==> config.mk <==
export PLATFORM = sky130hd
export DESIGN_NAME = axis_master_device_flat
export DESIGN_NICKNAME = d
export VERILOG_FILES = /design/src/rtl/axi4_pkg.sv /design/src/rtl/axi_stream_interface.sv /design/src/rtl/axis_master_device.sv /design/src/flat_wrapper.sv
export SDC_FILE = /design/constraint.sdc
export NUM_CORES = 1
export LEC_CHECK = 0
export ABC_AREA = 1
export CORE_MARGIN = 2
export CORE_UTILIZATION = 36
export CTS_BUF_LIST = sky130_fd_sc_hd__clkbuf_4 sky130_fd_sc_hd__clkbuf_8
export DETAILED_ROUTE_END_ITERATION = 16
export GPL_TIMING_DRIVEN = 0
export PLACE_DENSITY = 0.89
export SLEW_MARGIN = 20
export SYNTH_ARGS = -nofsm -noshare
export SYNTH_HDL_FRONTEND = slang
export SYNTH_SLANG_ARGS = --single-unit
==> constraint.sdc <==
create_clock -name CLK -period 2.3 [get_ports CLK]
set_input_delay 0.23 -clock CLK [delete_from_list [all_inputs] [get_ports CLK]]
set_output_delay 0.23 -clock CLK [all_outputs]
set_load 0.01 [all_outputs]
==> src/rtl/axi4_pkg.sv <==
// -----------------------------------------------------------------------------
// axi4_pkg
// Shared AXI4-Stream definitions for the NoC endpoints: bus widths, the
// matching signal typedefs and a small helper for sizing beat counters.
// No ports (package).
// -----------------------------------------------------------------------------
package axi4_pkg;

  localparam int DATA_WIDTH = 64;
  localparam int KEEP_WIDTH = DATA_WIDTH / 8;
  localparam int ID_WIDTH   = 4;
  localparam int DEST_WIDTH = 4;
  localparam int USER_WIDTH = 1;

  typedef logic [DATA_WIDTH-1:0] axi_data_t;
  typedef logic [KEEP_WIDTH-1:0] axi_keep_t;
  typedef logic [ID_WIDTH-1:0]   axi_id_t;
  typedef logic [DEST_WIDTH-1:0] axi_dest_t;
  typedef logic [USER_WIDTH-1:0] axi_user_t;

  // Width needed to hold a beat index 0..len (one spare code so len itself
  // is representable, which keeps the LEN=1 case at a legal width of 1).
  function automatic int beat_cnt_width(input int len);
    return (len < 1) ? 1 : $clog2(len + 1);
  endfunction

endpackage

==> src/rtl/axi_stream_interface.sv <==
// -----------------------------------------------------------------------------
// axi_stream_interface
// One AXI4-Stream link. The master modport drives the payload/sideband and
// samples tready; the slave modport is the mirror image.
// Signals: tvalid, tready, tdata, tstrb, tkeep, tlast, tid, tdest, tuser.
// -----------------------------------------------------------------------------
interface axi_stream_interface;
  import axi4_pkg::*;

  logic      tvalid;
  logic      tready;
  axi_data_t tdata;
  axi_keep_t tstrb;
  axi_keep_t tkeep;
  logic      tlast;
  axi_id_t   tid;
  axi_dest_t tdest;
  axi_user_t tuser;

  modport master (
    output tvalid,
    input  tready,
    output tdata,
    output tstrb,
    output tkeep,
    output tlast,
    output tid,
    output tdest,
    output tuser
  );

  modport slave (
    input  tvalid,
    output tready,
    input  tdata,
    input  tstrb,
    input  tkeep,
    input  tlast,
    input  tid,
    input  tdest,
    input  tuser
  );

endinterface

==> src/rtl/axis_master_device.sv <==
// -----------------------------------------------------------------------------
// axis_master_device
// AXI4-Stream traffic generator. When idle and start is high it latches dest
// and emits LEN beats carrying BASE_DATA+i (i = 0..LEN-1), tagged with TID=ID,
// tlast on the final beat. Start is ignored while a packet is in flight.
//
// Ports:
//   CLK    in   clock, rising edge
//   RST_N  in   asynchronous active-low reset
//   start  in   level; launches a packet when sampled high in IDLE
//   dest   in   destination node, captured at launch
//   axis   master side of axi_stream_interface
// -----------------------------------------------------------------------------
module axis_master_device
  import axi4_pkg::*;
#(
  parameter int        ID        = 0,
  parameter int        LEN       = 24,
  parameter axi_data_t BASE_DATA = 64'hdeadbeef00000000
) (
  input  logic                 CLK,
  input  logic                 RST_N,
  input  logic                 start,
  input  axi_dest_t            dest,
  axi_stream_interface.master  axis
);

  localparam int CNT_W = beat_cnt_width(LEN);
  localparam logic [CNT_W-1:0] LAST_CNT = CNT_W'(LEN - 1);

  localparam logic [0:0] ST_IDLE = 1'b0;
  localparam logic [0:0] ST_SEND = 1'b1;

  logic [0:0]       state_q, state_d;
  logic [CNT_W-1:0] cnt_q,   cnt_d;
  axi_dest_t        dest_q,  dest_d;

  logic sending;
  logic last_beat;

  // tvalid is a pure function of state, never of tready, and all payload
  // fields derive from registers only, so they hold while stalled.
  assign sending   = (state_q == ST_SEND);
  assign last_beat = sending && (cnt_q == LAST_CNT);

  always_comb begin
    state_d = state_q;
    cnt_d   = cnt_q;
    dest_d  = dest_q;
    case (state_q)
      ST_IDLE: begin
        if (start) begin
          state_d = ST_SEND;
          cnt_d   = '0;
          dest_d  = dest;
        end
      end
      ST_SEND: begin
        if (axis.tready) begin
          if (cnt_q == LAST_CNT) begin
            state_d = ST_IDLE;
            cnt_d   = '0;
          end else begin
            cnt_d = cnt_q + CNT_W'(1);
          end
        end
      end
      default: begin
        state_d = ST_IDLE;
        cnt_d   = '0;
      end
    endcase
  end

  always_ff @(posedge CLK or negedge RST_N) begin
    if (!RST_N) begin
      state_q <= ST_IDLE;
      cnt_q   <= '0;
      dest_q  <= '0;
    end else begin
      state_q <= state_d;
      cnt_q   <= cnt_d;
      dest_q  <= dest_d;
    end
  end

  // Payload is gated to zero outside SEND so an idle link shows tdata=0.
  // The add is full 64-bit and wraps naturally.
  assign axis.tvalid = sending;
  assign axis.tdata  = sending ? (BASE_DATA + DATA_WIDTH'(cnt_q)) : '0;
  assign axis.tlast  = last_beat;
  assign axis.tdest  = dest_q;
  assign axis.tid    = ID_WIDTH'(ID);
  assign axis.tstrb  = '1;
  assign axis.tkeep  = '1;
  assign axis.tuser  = '0;

endmodule

==> src/flat_wrapper.sv <==
// flat-port wrapper written by rule: the top's interface ports become plain ports
module axis_master_device_flat import axi4_pkg::*;
#(
  parameter int        ID        = 0,
  parameter int        LEN       = 24,
  parameter axi_data_t BASE_DATA = 64'hdeadbeef00000000
)
  (CLK, RST_N, start, dest, axis_tvalid, axis_tready, axis_tdata, axis_tstrb, axis_tkeep, axis_tlast, axis_tid, axis_tdest, axis_tuser);
  axi_stream_interface axis_i ();
  input  logic CLK;
  input  logic RST_N;
  input  logic start;
  input  axi_dest_t dest;
  output wire logic [$bits(axis_i.tvalid)-1:0] axis_tvalid;
  input wire logic [$bits(axis_i.tready)-1:0] axis_tready;
  output wire logic [$bits(axis_i.tdata)-1:0] axis_tdata;
  output wire logic [$bits(axis_i.tstrb)-1:0] axis_tstrb;
  output wire logic [$bits(axis_i.tkeep)-1:0] axis_tkeep;
  output wire logic [$bits(axis_i.tlast)-1:0] axis_tlast;
  output wire logic [$bits(axis_i.tid)-1:0] axis_tid;
  output wire logic [$bits(axis_i.tdest)-1:0] axis_tdest;
  output wire logic [$bits(axis_i.tuser)-1:0] axis_tuser;
  assign axis_tvalid = axis_i.tvalid;
  assign axis_i.tready = axis_tready;
  assign axis_tdata = axis_i.tdata;
  assign axis_tstrb = axis_i.tstrb;
  assign axis_tkeep = axis_i.tkeep;
  assign axis_tlast = axis_i.tlast;
  assign axis_tid = axis_i.tid;
  assign axis_tdest = axis_i.tdest;
  assign axis_tuser = axis_i.tuser;
  axis_master_device #(.ID(ID), .LEN(LEN), .BASE_DATA(BASE_DATA)) u_core (.CLK(CLK), .RST_N(RST_N), .start(start), .dest(dest), .axis(axis_i));
endmodule
Word-level counts from Yosys, hierarchy flattened
Index checks and enable logic that the tools add are counted.
Cells by class
  $add $sub $neg: 2
  eq/ne operators: 3
  multiplexer cells: 9
  bitwise operators: 1
  reductions and logical operators: 3
Operator list (number)
  adder 63 x 6 -> 64 bit (first input constant): 1
  2-to-1 mux 64 bit: 1
  2-to-1 mux 5 bit: 3
  case mux 5 bit (2 select lines): 1
  adder 5 x 1 -> 5 bit (second input constant): 1
  equality test 5 bit (second input constant): 1
  inequality test 2 bit (second input constant): 2
  AND reduction 2 bit: 2
  2-to-1 mux 1 bit: 3
  case mux 1 bit (2 select lines): 1
  logical AND 1 bit: 1
  NOT 1 bit: 1
Word-level totals
  bits in registers: 10
  input port bits: 8
  output and inout port bits: 91

Longest topological paths before layout
Gate-level depths: netlist of run 1.
  word-level depth: 4
  depth in mapped cells: 6

Least setup slack after synthesis of run 1
OpenSTA, ideal clock, no wires.
  path type: reg-to-output
  start: reg u_core.state_q, in the netlist u_core.axis.tvalid
  end: out axis_tlast
  arrival: 1.157 ns
  data required time: 2.070 ns
  slack: 0.913 ns
  cell stages (with the launch flop): 4
  buffers on the path: 1
  cell sequence: dfrtp_1 buf_6 inv_4 nor2_4
Between the ends
  word-level cells in the longest chain between the ends: 1
RTL lines
  from (decl): RTL line axis_master_device.sv:34  | logic [0:0] state_q, state_d;
  from (signal assigned): RTL line axis_master_device.sv:81  | state_q <= state_d;
  logical AND 1 bit: RTL line axis_master_device.sv:44  | assign last_beat = sending && (cnt_q == LAST_CNT);
  to (decl): RTL line flat_wrapper.sv:19  | output wire logic [$bits(axis_i.tlast)-1:0] axis_tlast;
Every way passes these cells.

Worst setup path after layout of run 1
Ends and elaborated chain as after synthesis.

==> flow_summary.yaml, run 1 <==
logic_synthesis:
  syn-instance-count: 149
  synthAdderAreaFrac_pct: 1.067
  synth_top_area_share_pct: 51.23
  yosys.area.top_type: "buf_4"
  netlist_area_sq_um: 1172
  synth_top_family_by_area: "buffers and inverters"
  ys_seq_elements: 10
  synth_compound_area_share_pct: 5.977
  syn_area_per_cell_sq_um: 7.868
  synth-xor-area-share_pct: 0
  synthTopCellsByArea: "buf_4 (51%), dfrtp_1 (21%), nand2_1 (7.0%)"
  ys_seq_area_share_pct: 21.34
  synthMuxAreaShare_pct: 0
  synth_simple_gate_area_share_pct: 14.83
  yosysWarnings: 0
  yosysUniqueCellTypes: 19
global_route:
  antenna_found_initial: 0
  grt_use_total_pct: 9.229
  grt_max_degree: 27
  grt_pass1_vias: 634
  grt_pass1_wl_um: 2697
  gr-total-overflow: 0
clock_tree:
  htreeDepth: 1
  clkSinkCount: 10
  clk_latency_ns: 0.26
  clkTransAtPathRegs_ns: 0.07
  cts-root-buf: "clkbuf_4"
  cts_buffer_depth: 2
  numCtsBuffers: 3
  cts_tree: "yes"
sta:
  finalSetupViolCount: 0
  fin_skew_ns: 0.001360
  fin_crit_ns: 2.053
  rsz0062_at_grt: "false"
  hold_viol_final: 0
  finalWorstSetupSlack_ns: 0.2468
  drv_slew: 0
  final.setup.tns_ns: 0
  fin_crit_sh_pct: 89.27
  timing.hold.ws_ns: 0.2894
  fmax_ghz: 0.4870
worst_setup_path:
  end_kind: "output pin"
  critPathKind: "flip-flop to output pin"
  worstPathCellList: "buf_6, inv_4, nor2_4, clkdlybuf4s50_1"
  r2r_cells: 6
  start_kind: "flip-flop"
  crit_path_max_fanout: 26
  cp.arrival_ns: 1.82
  worstPathRequired_ns: 2.07
  crit_path_top_delay_cell: "dfrtp_2"
  max_stage_delay_ns: 0.62
route:
  detail_route.wirelength_um: 2116
  first_pass_iters: 4
  avgRoutedWirePerCell_um: 7.222
  num_vias: 961
  drt-initial-drc-count: 24
  ant_nets: 0
  drc_errors: 0
  vias_per_cell: 3.280
worst_hold_path:
  hold_path_class: "input port to async pin"
power_and_ir_drop:
  seq_power_share_pct: 26.1
  pwr-share-comb_pct: 62.1
  p_int_w: 0.0008285
  total_power_w: 0.001330
  vdd_drop_max_mv: 0.4698
  switching_power_w: 0.0005010
  cellPowerDensity_nw_per_um2: 704.2
  power_frac_clock_pct: 11.8
  leakagePower_nw: 1.082
  p_sw_share_pct: 37.68
place:
  dpl.hpwl_um: 1818
  io_buffers: 42
  pre_cts_ws_ns: 0.2731
  dp_cells: 289
  routabilityCongestion: 0.7376
layout:
  layout.cells.non_filler: 293
  syn_to_final_growth_pct: 61.05
  layout_commonest_cell: "buf_4"
  diodes: 0
  drive_gt1_share_pct: 40.56
  final_cell_mix: "buf_4 (80), conb_1 (56), clkdlybuf4s50_1 (42)"
  nets: 259
  fillCellCount: 279
die:
  die_y_um: 61.07
  rows: 20
  dieArea_sq_um: 3729
  core-area_sq_um: 3078
  start_util_pct: 38.09
  fp.dieW_um: 61.07
  pin_count: 99
flow_run:
  cap_viol_max_count: 0
run_status:
  status: "completed"
[timing repair]
| action | 4_1_cts | 5_1_grt |
|---|---|---|
| endpoints found under the setup margin | 1 | 0 |
| resized for setup | 1 | 0 |
| hold buffers | 0 | 0 |
| setup buffers | 0 | 0 |
[cell families (layout without fill, tap and decap cells)]
family	count (synthesis)	after routing
buffers and inverters	92	138
and+or+nand+nor	36	36
DFF	10	10
AOI/OAI and AO/OA	8	8
other	2	56
adders and majority gates	1	1
[power by group through the flow]
| stage | Sequential [W] | Clock (W) | Combinational (W) |
|---|---|---|---|
| finish | 0.000347 | 0.000157 | 0.000825 |
| global route | 0.000362 | 0.000167 | 0.000899 |
| CTS | 0.000347 | 0.000161 | 0.000832 |
| detailed placement | 0.000349 | 0 | 0.000831 |
| global placement | 0.000342 | 0 | 0.000816 |
| floorplan | 0.000345 | 0 | 0.000478 |
[path summary, 6_finish.rpt]
| path | slack [ns] | to | from |
|---|---|---|---|
| setup / recovery | 0.25 | axis_tlast | u_core.axis.tvalid |
| hold / removal | 0.29 | u_core.cnt_q[0] | RST_N |
| setup reg to reg | 1.04 | u_core.cnt_q[0] | u_core.axis.tvalid |
| hold reg to reg | 0.48 | u_core.axis.tdest[2] | u_core.axis.tdest[2] |
| max in group asynchronous | 1.66 | u_core.axis.tvalid | RST_N |
| min in group CLK | 0.48 | u_core.axis.tdest[2] | u_core.axis.tdest[2] |
[metal layers]
layer / vias to the layer above / wire length, um / track usage [%]
met5: - / 0 / 0
met4: 0 / 0 / 1.863
met3: 0 / 246 / 1.681
met2: 55 / 1131 / 18.09
met1: 389 / 738 / 10.25
li1: 517 / - / -
[cell usage after synthesis]
library cell,count
inv_1,8
inv_4,2
a21oi_2,2
nand3_1,5
a21oi_4,1
nand2_2,3
nor2_4,1
dfrtp_1,10
nand2_1,22
o21ai_2,3
nor2_1,2
buf_4,80
nand2_4,2
inv_2,1
ha_1,1
buf_6,1
a21oi_1,2
conb_1,2
nand4_1,1
[critical path, delay by kind of cell, from the launching register on]
kind	cells	cell delay (ns)
buffers and inverters	3	0.83
flip-flops	1	0.62
AND/OR/NAND/NOR	1	0.12
[layout make-up]
cell class	instances	area, sq um	area share, %
Timing Repair Buffer	42	420.4	22.27
Inverter	11	46.29	2.452
Sequential cell	10	251.5	13.32
Multi-Input combinational cell	101	466.7	24.72
Buffer	81	611.8	32.41
Clock buffer	4	36.28	1.922
Tap cell	44	55.05	2.916
[registers in the layout, summed over array words and instances (netlist names)]
| signal | cells |
|---|---|
| u_core.axis.tdest | 4 |
| u_core.axis.tvalid | 1 |
| u_core.cnt_q | 5 |
[through the flow]
stage / util, % / instance area [sq um]
finish: 61.34 / 1888
global route: 61.34 / 1888
CTS: 61.34 / 1888
detailed placement: 60.12 / 1851
global placement: 60.12 / 1851
floorplan: - / 1375
(Power assumes the default switching activity.)
==> inputs of run 2 (changes only) <==
CTS_CLUSTER_SIZE = 20   (was default)
==> results of run 2 <==
The final DEF is identical to that of run 1; final timing and power are the same.
